$ cat src/rtl/pingpong_mc_buffer.sv
// Multi-channel ping-pong buffer: per channel one bank is filled while the other drains.
// Banks swap when the write bank is full, or early on a global switch pulse.
module pingpong_mc_buffer #(
    parameter int unsigned WIDTH = 16,
    parameter int unsigned DEPTH = 8,
    parameter int unsigned NCH   = 2
) (
    input  logic                 clk,
    input  logic                 rst_n,
    input  logic                 switch,
    input  logic                 flush,
    input  logic [NCH*WIDTH-1:0] in_data,
    input  logic [NCH-1:0]       in_valid,
    output logic [NCH-1:0]       in_ready,
    output logic [NCH*WIDTH-1:0] out_data,
    output logic [NCH-1:0]       out_valid,
    input  logic [NCH-1:0]       out_ready,
    output logic [NCH-1:0]       bank_sel
);
    localparam int unsigned CW = $clog2(DEPTH + 1);
    localparam int unsigned AW = (DEPTH > 1) ? $clog2(DEPTH) : 1;

    typedef enum logic [1:0] {
        S_FILL = 2'd0,
        S_SEAL = 2'd1,
        S_WAIT = 2'd2
    } state_t;

    for (genvar c = 0; c < NCH; c++) begin : g_ch
        state_t          state_q, state_d;
        logic            bank_q, bank_d;
        logic [CW-1:0]   wr_cnt_q, wr_cnt_d;
        logic [CW-1:0]   rd_ptr_q, rd_ptr_d;
        logic [CW-1:0]   rd_len_q, rd_len_d;
        logic            rd_bank_q, rd_bank_d;
        logic            rd_active_q, rd_active_d;

        logic            in_ready_c;
        logic            wr_en_c;
        logic            wr_bank_c;
        logic [AW-1:0]   wr_addr_c;
        logic            rd_hs_c;
        logic            rd_last_c;
        logic            swap_ok_c;

        logic [WIDTH-1:0] mem [2][DEPTH];

        assign rd_hs_c   = rd_active_q & out_ready[c];
        assign rd_last_c = rd_hs_c & (rd_ptr_q == rd_len_q - CW'(1));
        // Read side can take a new bank this edge: idle, or handing over its last word.
        assign swap_ok_c = ~rd_active_q | rd_last_c;

        always_ff @(posedge clk or negedge rst_n) begin
            if (!rst_n) begin
                state_q     <= S_FILL;
                bank_q      <= 1'b0;
                wr_cnt_q    <= '0;
                rd_ptr_q    <= '0;
                rd_len_q    <= '0;
                rd_bank_q   <= 1'b0;
                rd_active_q <= 1'b0;
            end else begin
                state_q     <= state_d;
                bank_q      <= bank_d;
                wr_cnt_q    <= wr_cnt_d;
                rd_ptr_q    <= rd_ptr_d;
                rd_len_q    <= rd_len_d;
                rd_bank_q   <= rd_bank_d;
                rd_active_q <= rd_active_d;
            end
        end

        always_comb begin
            state_d     = state_q;
            bank_d      = bank_q;
            wr_cnt_d    = wr_cnt_q;
            rd_ptr_d    = rd_ptr_q;
            rd_len_d    = rd_len_q;
            rd_bank_d   = rd_bank_q;
            rd_active_d = rd_active_q;
            in_ready_c  = 1'b0;
            wr_en_c     = 1'b0;
            wr_bank_c   = bank_q;
            wr_addr_c   = AW'(wr_cnt_q);

            if (rd_hs_c) begin
                rd_ptr_d = rd_ptr_q + CW'(1);
                if (rd_last_c) begin
                    rd_active_d = 1'b0;
                end
            end

            unique case (state_q)
                S_FILL: begin
                    in_ready_c = 1'b1;
                    if (in_valid[c]) begin
                        wr_en_c  = 1'b1;
                        wr_cnt_d = wr_cnt_q + CW'(1);
                    end
                    if ((in_valid[c] && (wr_cnt_q == CW'(DEPTH - 1))) ||
                        (switch && ((wr_cnt_q != '0) || in_valid[c]))) begin
                        state_d = S_SEAL;
                    end
                end
                S_SEAL, S_WAIT: begin
                    // During a swapping SEAL cycle the new write bank already accepts word 0.
                    in_ready_c = (state_q == S_SEAL) && swap_ok_c;
                    if (swap_ok_c) begin
                        rd_bank_d   = bank_q;
                        rd_len_d    = wr_cnt_q;
                        rd_ptr_d    = '0;
                        rd_active_d = 1'b1;
                        bank_d      = ~bank_q;
                        wr_cnt_d    = '0;
                        state_d     = S_FILL;
                        if ((state_q == S_SEAL) && in_valid[c]) begin
                            wr_en_c   = 1'b1;
                            wr_bank_c = ~bank_q;
                            wr_addr_c = '0;
                            wr_cnt_d  = CW'(1);
                        end
                    end else begin
                        state_d = S_WAIT;
                    end
                end
                default: begin
                    state_d = S_FILL;
                end
            endcase

            if (flush) begin
                state_d     = S_FILL;
                bank_d      = 1'b0;
                wr_cnt_d    = '0;
                rd_ptr_d    = '0;
                rd_active_d = 1'b0;
                wr_en_c     = 1'b0;
            end
        end

        // Bank storage, intentionally not reset.
        always_ff @(posedge clk) begin
            if (wr_en_c) begin
                mem[wr_bank_c][wr_addr_c] <= in_data[c*WIDTH +: WIDTH];
            end
        end

        assign in_ready[c]                  = in_ready_c;
        assign out_valid[c]                 = rd_active_q;
        assign bank_sel[c]                  = bank_q;
        assign out_data[c*WIDTH +: WIDTH]   = mem[rd_bank_q][AW'(rd_ptr_q)];
    end

endmodule

$ cat config.mk
export PLATFORM = sky130hd
export DESIGN_NAME = pingpong_mc_buffer
export DESIGN_NICKNAME = d
export VERILOG_FILES = /design/src/rtl/pingpong_mc_buffer.sv
export SDC_FILE = /design/constraint.sdc
export NUM_CORES = 1
export LEC_CHECK = 0
export ABC_CLOCK_PERIOD_IN_PS = 11450
export CORE_MARGIN = 2
export CORE_UTILIZATION = 65
export CTS_CLUSTER_SIZE = 12
export DETAILED_ROUTE_END_ITERATION = 7
export GPL_TIMING_DRIVEN = 0
export PLACE_DENSITY = 0.84
export SLEW_MARGIN = 20
export SYNTH_ARGS = -nofsm -noshare
export SYNTH_HDL_FRONTEND = slang
export SYNTH_SLANG_ARGS = --single-unit
$ cat constraint.sdc
create_clock -name clk -period 11.45 [get_ports clk]
set_input_delay 2.29 -clock clk [delete_from_list [all_inputs] [get_ports clk]]
set_output_delay 2.29 -clock clk [all_outputs]
set_load 0.05 [all_outputs]
After elaboration in Yosys (flattened, before gate mapping)
Memory sizes are Yosys's and may differ from the RTL's.
Cells that the tools add are included.
{"block": "word_totals", "reg_bits": 34, "ramBits": 512, "inputBits": 40, "output_inout_bits": 38, "word_cells": 168, "memories": 2}
{"name": "g_ch[0].mem", "depth": 2, "word_bits": 128, "rd": 1, "rd_ports_with_merged_regs": 0, "wr": 1, "line_no": "46", "source": "logic [WIDTH-1:0] mem [2][DEPTH];"}
{"name": "g_ch[1].mem", "depth": 2, "word_bits": 128, "rd": 1, "rd_ports_with_merged_regs": 0, "wr": 1, "line_no": "46"}
{"block": "op_classes", "add_sub_neg": 6, "order_cmp": 6, "n_eq_ne": 14, "muxes": 80, "bitwise_logic": 14, "reduce_logical": 32}
{"cell": "128-bit 2-to-1 mux", "n": 2}
{"cell": "16-bit binary-select mux with 3-bit select", "n": 2}
{"cell": "16-bit demux with 3-bit select", "n": 2}
{"cell": "16-bit 2-to-1 mux", "n": 6}
{"cell": "4-bit 2-to-1 mux", "n": 14}
{"cell": "1-bit 2-to-1 mux", "n": 34}
{"cell": "3-bit 2-to-1 mux", "n": 6}
{"cell": "3-bit inequality test (second input constant)", "n": 6}
{"cell": "4-bit by 1-bit adder with 4-bit output (second input constant)", "n": 4}
{"cell": "4-bit >= comparator (second input constant)", "n": 4}
{"cell": "3-bit NOT with 4-bit output", "n": 4}
{"cell": "4-bit one-hot mux with 2 select lines", "n": 2}
{"cell": "2-bit 2-to-1 mux", "n": 6}
{"cell": "1-bit logical AND", "n": 10}
{"cell": "4-bit by 3-bit equality test with 1-bit output (second input constant)", "n": 2}
{"cell": "4-bit equality test", "n": 2}
{"cell": "4-bit by 1-bit < comparator with 1-bit output (second input constant)", "n": 2}
{"cell": "1-bit one-hot mux with 2 select lines", "n": 4}
{"cell": "2-bit one-hot mux with 2 select lines", "n": 2}
{"cell": "2-bit AND reduction", "n": 4}
{"cell": "2-bit nonzero test", "n": 4}
{"cell": "4-bit nonzero test", "n": 2}
{"cell": "4-bit by 1-bit subtractor with 4-bit output (second input constant)", "n": 2}
{"cell": "3-bit AND reduction", "n": 2}
{"cell": "9 further kinds", "n": 24}

Logic depth before layout (Yosys ltp)
Gate-level depths: netlist of run 1.
{"block": "depth", "ltp_word": 12, "ltp_mapped": 8, "ltp_nobuf": 7}

Worst setup path before layout of run 1
No wires, ideal clock.
{"block": "synth_timing", "kind": "input to output", "from": "input port out_ready[0]", "to": "output port in_ready[0]", "arrival_ns": 3.413, "required_time_ns": 9.160, "path_slack_ns": 5.747, "cell_stages": 7, "path_buffers": 2, "path_cell_list": "and2_1 -> clkbuf_1 -> nand4_2 -> o21a_1 -> nand2b_1 -> a21oi_1 -> buf_4"}
{"block": "synth_via", "elab_chain_cells": 5}
{"item": "from (decl)", "line_no": "17", "source": "input logic [NCH-1:0] out_ready,"}
{"item": "1-bit AND", "line_no": "48", "source": "assign rd_hs_c = rd_active_q & out_ready[c];"}
{"item": "1-bit AND", "line_no": "49", "source": "assign rd_last_c = rd_hs_c & (rd_ptr_q == rd_len_q - CW'(1));"}
{"item": "1-bit OR", "line_no": "51", "source": "assign swap_ok_c = ~rd_active_q | rd_last_c;"}
{"item": "1-bit logical AND", "line_no": "107", "source": "in_ready_c = (state_q == S_SEAL) && swap_ok_c;"}
{"item": "1-bit one-hot mux with 2 select lines", "line_no": "93", "source": "unique case (state_q)"}
{"item": "to (decl)", "line_no": "14", "source": "output logic [NCH-1:0] in_ready,"}
Every way passes these cells.

Worst setup path after layout of run 1
{"block": "layout_timing", "from": "input port out_ready[1]", "to": "output port in_ready[1]"}
The elaborated chain is that of the path after synthesis.

==> metrics.yaml, run 1 <==
status: "completed"
dr.pass1.iters: 7
antennaDiodeCount: 0
pre_cts_slack_ns: 4.262
p_sw_mw: 1.602
finalCritPeriodShare: 0.6340
crit_path_end_kind: "output pin"
cp_slowest_stage_delay_ns: 0.78
clk_path_buf_depth: 3
wire_per_inst_um: 28.17
intPower_mw: 3.705
yosysUniqueCellTypes: 44
worstPathMaxFanout: 7
drv_cap: 0
synthFlopType: "edfxtp_1"
cp_slowest_cell: "clkdlybuf4s50_1"
cts.sinks: 546
placeableCoreArea_um2: 33280
postCtsSetupBuffers: 0
dr_total_vias: 11710
slew_headroom: 0.3128
multi_input_area_um2: 5354
syn_area_um2: 21800
synth.most_common_cell: "edfxtp_1"
drive_gt1_frac: 0.2430
netlist_top_cells_area: "edfxtp_1 71%, mux4_2 13%, dfrtp_1 3.9%"
synth_edf_count: 512
startpoint_type: "input port"
power_frac_seq: 0.437
nFillCells: 1764
synth_top_cell_by_area: "edfxtp_1"
postRouteWirelength_mm: 49.72
finalSetupTns_ns: 0
drtIter0Drc: 1624
whs_endpoint: "g_ch[1].rd_len_q[3]"
final_nets: 1344
grt_pass1_vias: 12430
grt_max_degree: 27
path_delay_family: "buffers and inverters"
clk_pin_slew_ns: 0.06
syn_inst: 1097
grt-ovfl-total: 0
crit_required_ns: 9.16
synth-async-reset-ratio: 0.06227
area_growth_pct: 15.84
tightest_slew_ns: 1.031
gp_congestion: 0.8324
hold_viol: 0
initial_core_util: 0.6550
whs_path_depth: 1
remaining_drc_errors: 0
cts_tree: "done"
ys_seq_area_frac: 0.7443
min_period_ns: 7.259
hp-start: "g_ch[1].rd_len_q[3]"
post_cts_resize_count: 0
seqCellArea_um2: 16230
fp.dieArea_um2: 35020
fmax_ghz: 0.1378
syn_nets: 1153
antenna_found_initial: 0
r2r_slack_ns: 7.77
worstHoldPathType: "reg2reg"
finClkSkew_ns: 0.01818
slew_violations: 0
crit_chain: "clkdlybuf4s50_1 > nand2_1 > nor3_1 > a31oi_1 > nand2b_1 > a21oi_1 > buf_4 > clkdlybuf4s50_1"
power.leakage_nw: 8.072
drtAntennaViolNets: 0
rows: 67
setup_ws_ns: 4.191
track_usage: 0.2924
viasPerCell: 6.632
critical_path_arrival_ns: 4.97
io_pins: 78
combPwrFrac: 0.268
grt_pass1_wl_mm: 75.38
r2r-start: "g_ch[1].rd_len_q[0]"
htreeDepth: 2
p_sw_frac: 0.3019
p_clk_frac: 0.295
ys_ff_latch: 546
dp.final_hpwl_mm: 31.30
die_h_um: 187.1
rr_worst_depth: 9
ir_drop_v: 0.0001685
clk_root_buffer_cell: "clkbuf_16"
avgSynthCellArea_um2: 19.87
power-per-cell-area_nw_per_um2: 210.2
crit_top_cell: "clkdlybuf4s50_1"
cp_num_buf_inv: 3
clkLatencyLatePin_ns: 0.57
ys_top_cells_by_count: "512 x edfxtp_1, 128 x mux4_2, 38 x a21oi_1, 38 x mux2i_1, 35 x clkbuf_1"
port_buffers: 77
yosys_warnings: 0
finalSetupViolCount: 0
cts_made_buffers: 53
rsz0062_at_grt: "no"
hold_buffers: 0
dieWidth_um: 187.1
r2r-end: "g_ch[1].mem[0][96]"
path_class: "in2out"
yosys.area.top_type_share: 0.7053
==> cell type report <==
| cell class | instances | area share |
|---|---|---|
| Clock buffer | 76 | 0.05718 |
| Tap cell | 448 | 0.02220 |
| Timing Repair Buffer | 136 | 0.04771 |
| Inverter | 22 | 0.003270 |
| Clock inverter | 8 | 0.002527 |
| Sequential cell | 546 | 0.6425 |
| Buffer | 68 | 0.01258 |
| Multi-Input combinational cell | 461 | 0.2120 |
==> metal layers <==
metal	track usage	up-vias	share of wire	wire length [um]
li1	-	4847	-	-
met1	0.3659	6012	0.35	17270
met2	0.5295	721	0.55	27210
met3	0.04034	125	0.074	3682
met4	0.1023	0	0.031	1557
met5	0	-	0	0
==> how the worst max path moves through the flow <==
stage	startpoint	endpoint	slack [ns]	cells after the start
final	out_ready[1]	in_ready[1]	4.19	8
after global routing	out_ready[1]	in_ready[1]	4.03	8
after CTS	out_ready[1]	in_ready[1]	4.23	8
after detailed placement	out_ready[1]	in_ready[1]	4.26	8
after global placement	out_ready[1]	g_ch[1].mem[0][49]	4.20	6
after floorplan	out_ready[0]	in_ready[0]	5.75	7
==> worst reg2reg max path, delay by kind of cell (launching register included) <==
family          cells  cell delay (ns)
xor+xnor            1             0.43
flops               1             0.41
simple gates        1             0.53
fa+ha+maj           1             0.16
compound gates      2             1.02
buf+inv             4             0.80
==> cell families after synthesis <==
kind of cell    Yosys count  share of synthesized area
fa+ha+maj                16                   0.009183
xor+xnor                 18                   0.008552
buf+inv                  90                    0.01837
flops                   546                     0.7443
simple gates            146                    0.03507
mux                     174                     0.1538
compound gates          107                    0.03071
==> stage by stage <==
| step | cell area [um2] | hold WS [ns] | instances | power [mW] | util |
|---|---|---|---|---|---|
| 2_1_floorplan | 21800 | 0.5007 | 1097 | 3.314 | - |
| 3_3_place_gp | 23130 | 0.5105 | 1622 | 3.680 | 0.6950 |
| 3_5_place_dp | 23750 | 0.5224 | 1681 | 3.749 | 0.7135 |
| 4_1_cts | 25250 | 0.5413 | 1765 | 5.322 | 0.7588 |
| 5_1_grt | 25250 | 0.5634 | 1765 | 5.485 | 0.7588 |
| 6_report | 25250 | 0.5418 | 1765 | 5.307 | 0.7588 |
==> cells in the final DEF (no fill, tap or decap), types with 3 or more instances in the layout <==
master,instances
a211oi_1,34
a21oi_1,38
and2_1,4
buf_1,6
buf_2,35
buf_4,43
buf_6,8
clkbuf_1,56
clkbuf_16,54
clkdlybuf4s50_1,76
clkinv_2,4
dfrtp_1,34
edfxtp_1,512
ha_1,16
inv_1,22
mux2_2,8
mux2i_1,36
mux4_2,128
nand2_1,26
nand2b_1,5
nand3_1,11
nand4_1,3
nor2_1,14
nor2b_1,32
nor3_1,13
nor3_2,20
nor4_2,6
o21ai_0,17
o41ai_1,4
or3_1,3
xnor2_1,9
xor2_1,7
==> registers in the layout, summed over array words and instances (netlist names) <==
| signal | count |
|---|---|
| g_ch.bank_q | 2 |
| g_ch.mem | 512 |
| g_ch.rd_active_q | 2 |
| g_ch.rd_bank_q | 2 |
| g_ch.rd_len_q | 8 |
| g_ch.rd_ptr_q | 8 |
| g_ch.state_q | 4 |
| g_ch.wr_cnt_q | 8 |
==> power groups by stage <==
stage               registers, mW  logic (mW)  clock network [mW]
CTS                          2.32        1.43                1.58
finish                       2.32        1.42                1.56
global route                 2.32        1.51                1.65
global placement             2.35        1.33                   0
floorplan                    2.34       0.976                   0
detailed placement           2.35        1.39                   0
Note: power is estimated with default switching activity, not from simulation.
==> run 2: changes to the inputs <==
--- a/config.mk
+++ b/config.mk
@@ -5,13 +5,13 @@
 export SDC_FILE = /design/constraint.sdc
 export NUM_CORES = 1
 export LEC_CHECK = 0
-export ABC_CLOCK_PERIOD_IN_PS = 11450
+export ABC_CLOCK_PERIOD_IN_PS = 7000
 export CORE_MARGIN = 2
-export CORE_UTILIZATION = 65
+export CORE_UTILIZATION = 61
 export CTS_CLUSTER_SIZE = 12
 export DETAILED_ROUTE_END_ITERATION = 7
 export GPL_TIMING_DRIVEN = 0
-export PLACE_DENSITY = 0.84
+export PLACE_DENSITY = 0.8
 export SLEW_MARGIN = 20
 export SYNTH_ARGS = -nofsm -noshare
 export SYNTH_HDL_FRONTEND = slang
==> constraint.sdc (replaced) <==
create_clock -name clk -period 7 [get_ports clk]
set_input_delay 1.4 -clock clk [delete_from_list [all_inputs] [get_ports clk]]
set_output_delay 1.4 -clock clk [all_outputs]
set_load 0.05 [all_outputs]
==> metrics.yaml, run 2 (synthesized netlist as in run 1, its figures left out) <==
status: "completed"  # unchanged
rsz0062_at_grt: "no"  # unchanged
crit_required_ns: 5.60  # was 9.16 ns
cts_tree: "done"  # unchanged
dieWidth_um: 193.0  # was 187.1 um
postCtsSetupBuffers: 0  # unchanged
grt_max_degree: 19  # was 27
largest-register: "g_ch.mem"  # unchanged
clk_path_buf_depth: 3  # unchanged
crit_top_cell: "clkbuf_1"  # was clkdlybuf4s50_1
r2r_slack_ns: 3.20  # was 7.77 ns
grt_pass1_wl_mm: 69.93  # was 75.38 mm
hp-start: "g_ch[1].rd_len_q[3]"  # unchanged
slew_violations: 0  # unchanged
rows: 69  # was 67
worstPathMaxFanout: 10  # was 7
dr.pass1.iters: 6  # was 7
die_h_um: 193.0  # was 187.1 um
dr_total_vias: 11240  # was 11710
r2r-start: "g_ch[1].rd_len_q[0]"  # unchanged
clk_pin_slew_ns: 0.06  # about the same
grt_pass1_vias: 11660  # was 12430
antenna_found_initial: 0  # unchanged
layout_common_cells: "512 x edfxtp_1, 128 x mux4_2, 76 x clkdlybuf4s50_1"  # unchanged
power-per-cell-area_nw_per_um2: 340.5  # was 210.2 nW/um2
finalCritPeriodShare: 0.7761
area_growth_pct: 15.95  # was 15.84%
cp_num_buf_inv: 4  # was 3
htreeDepth: 2  # unchanged
r2r-end: "g_ch[1].mem[0][34]"  # was g_ch[1].mem[0][96]
io_pins: 78  # unchanged
whs_endpoint: "g_ch[1].rd_len_q[3]"  # unchanged
crit_path_end_kind: "output pin"  # unchanged
final_common_cell: "edfxtp_1"  # unchanged
cp_slowest_cell: "clkdlybuf4s50_1"  # unchanged
nFillCells: 2078  # was 1764
hold_viol: 0  # unchanged
drtAntennaViolNets: 0  # unchanged
clkLatencyLatePin_ns: 0.60  # was 0.57 ns
path_delay_family: "buffers and inverters"  # unchanged
postRouteWirelength_mm: 46.85  # was 49.72 mm
track_usage: 0.2600  # was 0.2924
grt-ovfl-total: 0  # unchanged
fmax_ghz: 0.1841
gp_congestion: 0.8036  # was 0.8324
antennaDiodeCount: 0  # unchanged
worstHoldPathType: "reg2reg"  # unchanged
path_class: "reg2out"  # was in2out
port_buffers: 77  # unchanged
fp.dieArea_um2: 37260  # was 35020 um2
placeableCoreArea_um2: 35400  # was 33280 um2
largest_reg_flops: 512  # unchanged
dp.final_hpwl_mm: 30.99  # was 31.30 mm
slew_headroom: 0.3184  # was 0.3128
pre_cts_slack_ns: 1.583  # was 4.262 ns
min_period_ns: 5.433
hold_buffers: 0  # unchanged
drive_gt1_frac: 0.2441  # was 0.2430
finClkSkew_ns: 0.01698  # was 0.01818 ns
whs_path_depth: 1  # unchanged
setup_ws_ns: 1.567  # was 4.191 ns
wire_per_inst_um: 26.44  # was 28.17 um
crit_chain: "buf_1 > clkbuf_1 > clkbuf_1 > a211oi_1 > a21oi_1 > clkdlybuf4s50_1"  # was clkdlybuf4s50_1 > nand2_1 > nor3_1 > a31oi_1 > nand2b_1 > a21oi_1 > buf_4 > clkdlybuf4s50_1
ir_drop_v: 0.0002758  # was 0.0001685 V
cts.sinks: 546  # unchanged
drv_cap: 0  # unchanged
initial_core_util: 0.6159  # was 0.6550
cp_slowest_stage_delay_ns: 0.85  # was 0.78 ns
final_nets: 1345  # was 1344
drtIter0Drc: 978  # was 1624
rr_worst_depth: 8  # was 9
startpoint_type: "flop"  # was input port
tightest_slew_ns: 1.016  # was 1.031 ns
remaining_drc_errors: 0  # unchanged
finalSetupViolCount: 0  # unchanged
power.leakage_nw: 8.075  # was 8.072 nW
post_cts_resize_count: 0  # unchanged
clk_root_buffer_cell: "clkbuf_16"  # unchanged
finalSetupTns_ns: 0  # unchanged
cts_made_buffers: 53  # unchanged
viasPerCell: 6.344  # was 6.632
critical_path_arrival_ns: 4.03  # was 4.97 ns
==> run 2: cell types whose count changed in the layout (fill, tap and decap cells not counted), sizes merged <==
cell | previous run | this run
buf | 93 | 94
clkbuf | 111 | 103
clkinv | 7 | 8
==> run 2: how the worst max path moves through the flow <==
| stage | from | to | slack [ns] | cells past startpoint |
|---|---|---|---|---|
| 2_1_floorplan | out_ready[1] | g_ch[1].mem[0][32] | 2.76 | 5 |
| 3_3_place_gp | out_ready[1] | g_ch[1].mem[1][97] | 0.58 | 6 |
| 3_5_place_dp | out_ready[1] | in_ready[1] | 1.58 | 8 |
| 4_1_cts | g_ch[0].rd_ptr_q[0] | out_data[6] | 1.55 | 6 |
| 5_1_grt | out_ready[1] | in_ready[1] | 1.42 | 8 |
| 6_report | g_ch[0].rd_ptr_q[0] | out_data[5] | 1.57 | 6 |
==> run 2: worst reg2reg max path: stages (launching register included) <==
cell and delay, ns:
dfrtp_1 0.40, inv_1 0.08, ha_1 0.15, xnor3_1 0.41, a31oi_1 0.51, o21ai_1 0.48, nor4_2 0.85, buf_2 0.35
buf_2 0.26
==> run 2: area by class of cell <==
class	instances	area (um2)	area share
buffer	68	317.8	0.01257
clock buffer	68	1424	0.05633
clock inverter	9	65.06	0.002574
inverter	22	82.58	0.003267
multi-input combinational	461	5354	0.2118
sequential	546	16230	0.6419
tap	461	576.8	0.02282
timing repair buffer	137	1231	0.04871
==> run 2: layer usage <==
layer	GRT usage	wire, um
met1	0.3287	17560
met2	0.4589	25070
met3	0.05068	3156
met4	0.08071	1065
met5	0	0
==> run 2: where the power goes <==
group | internal (mW) | switching, mW | leakage, nW
clock | 1.41 | 1.12 | 0.726
sequential | 3.72 | 0.0665 | 5.07
combinational | 0.921 | 1.37 | 2.28
total | 6.05 | 2.56 | 8.07
==> run 2: stage by stage <==
stage               hold WS (ns)  total power [mW]    util  cells  cell area, um2
global route              0.5538             8.922  0.7141   1772           25280
floorplan                 0.5007             5.421       -   1097           21800
global placement          0.5199             6.031  0.6539   1635           23150
CTS                       0.5320             8.663  0.7141   1772           25280
finish                    0.5307             8.608  0.7141   1772           25280
detailed placement        0.5352             6.128  0.6720   1695           23790
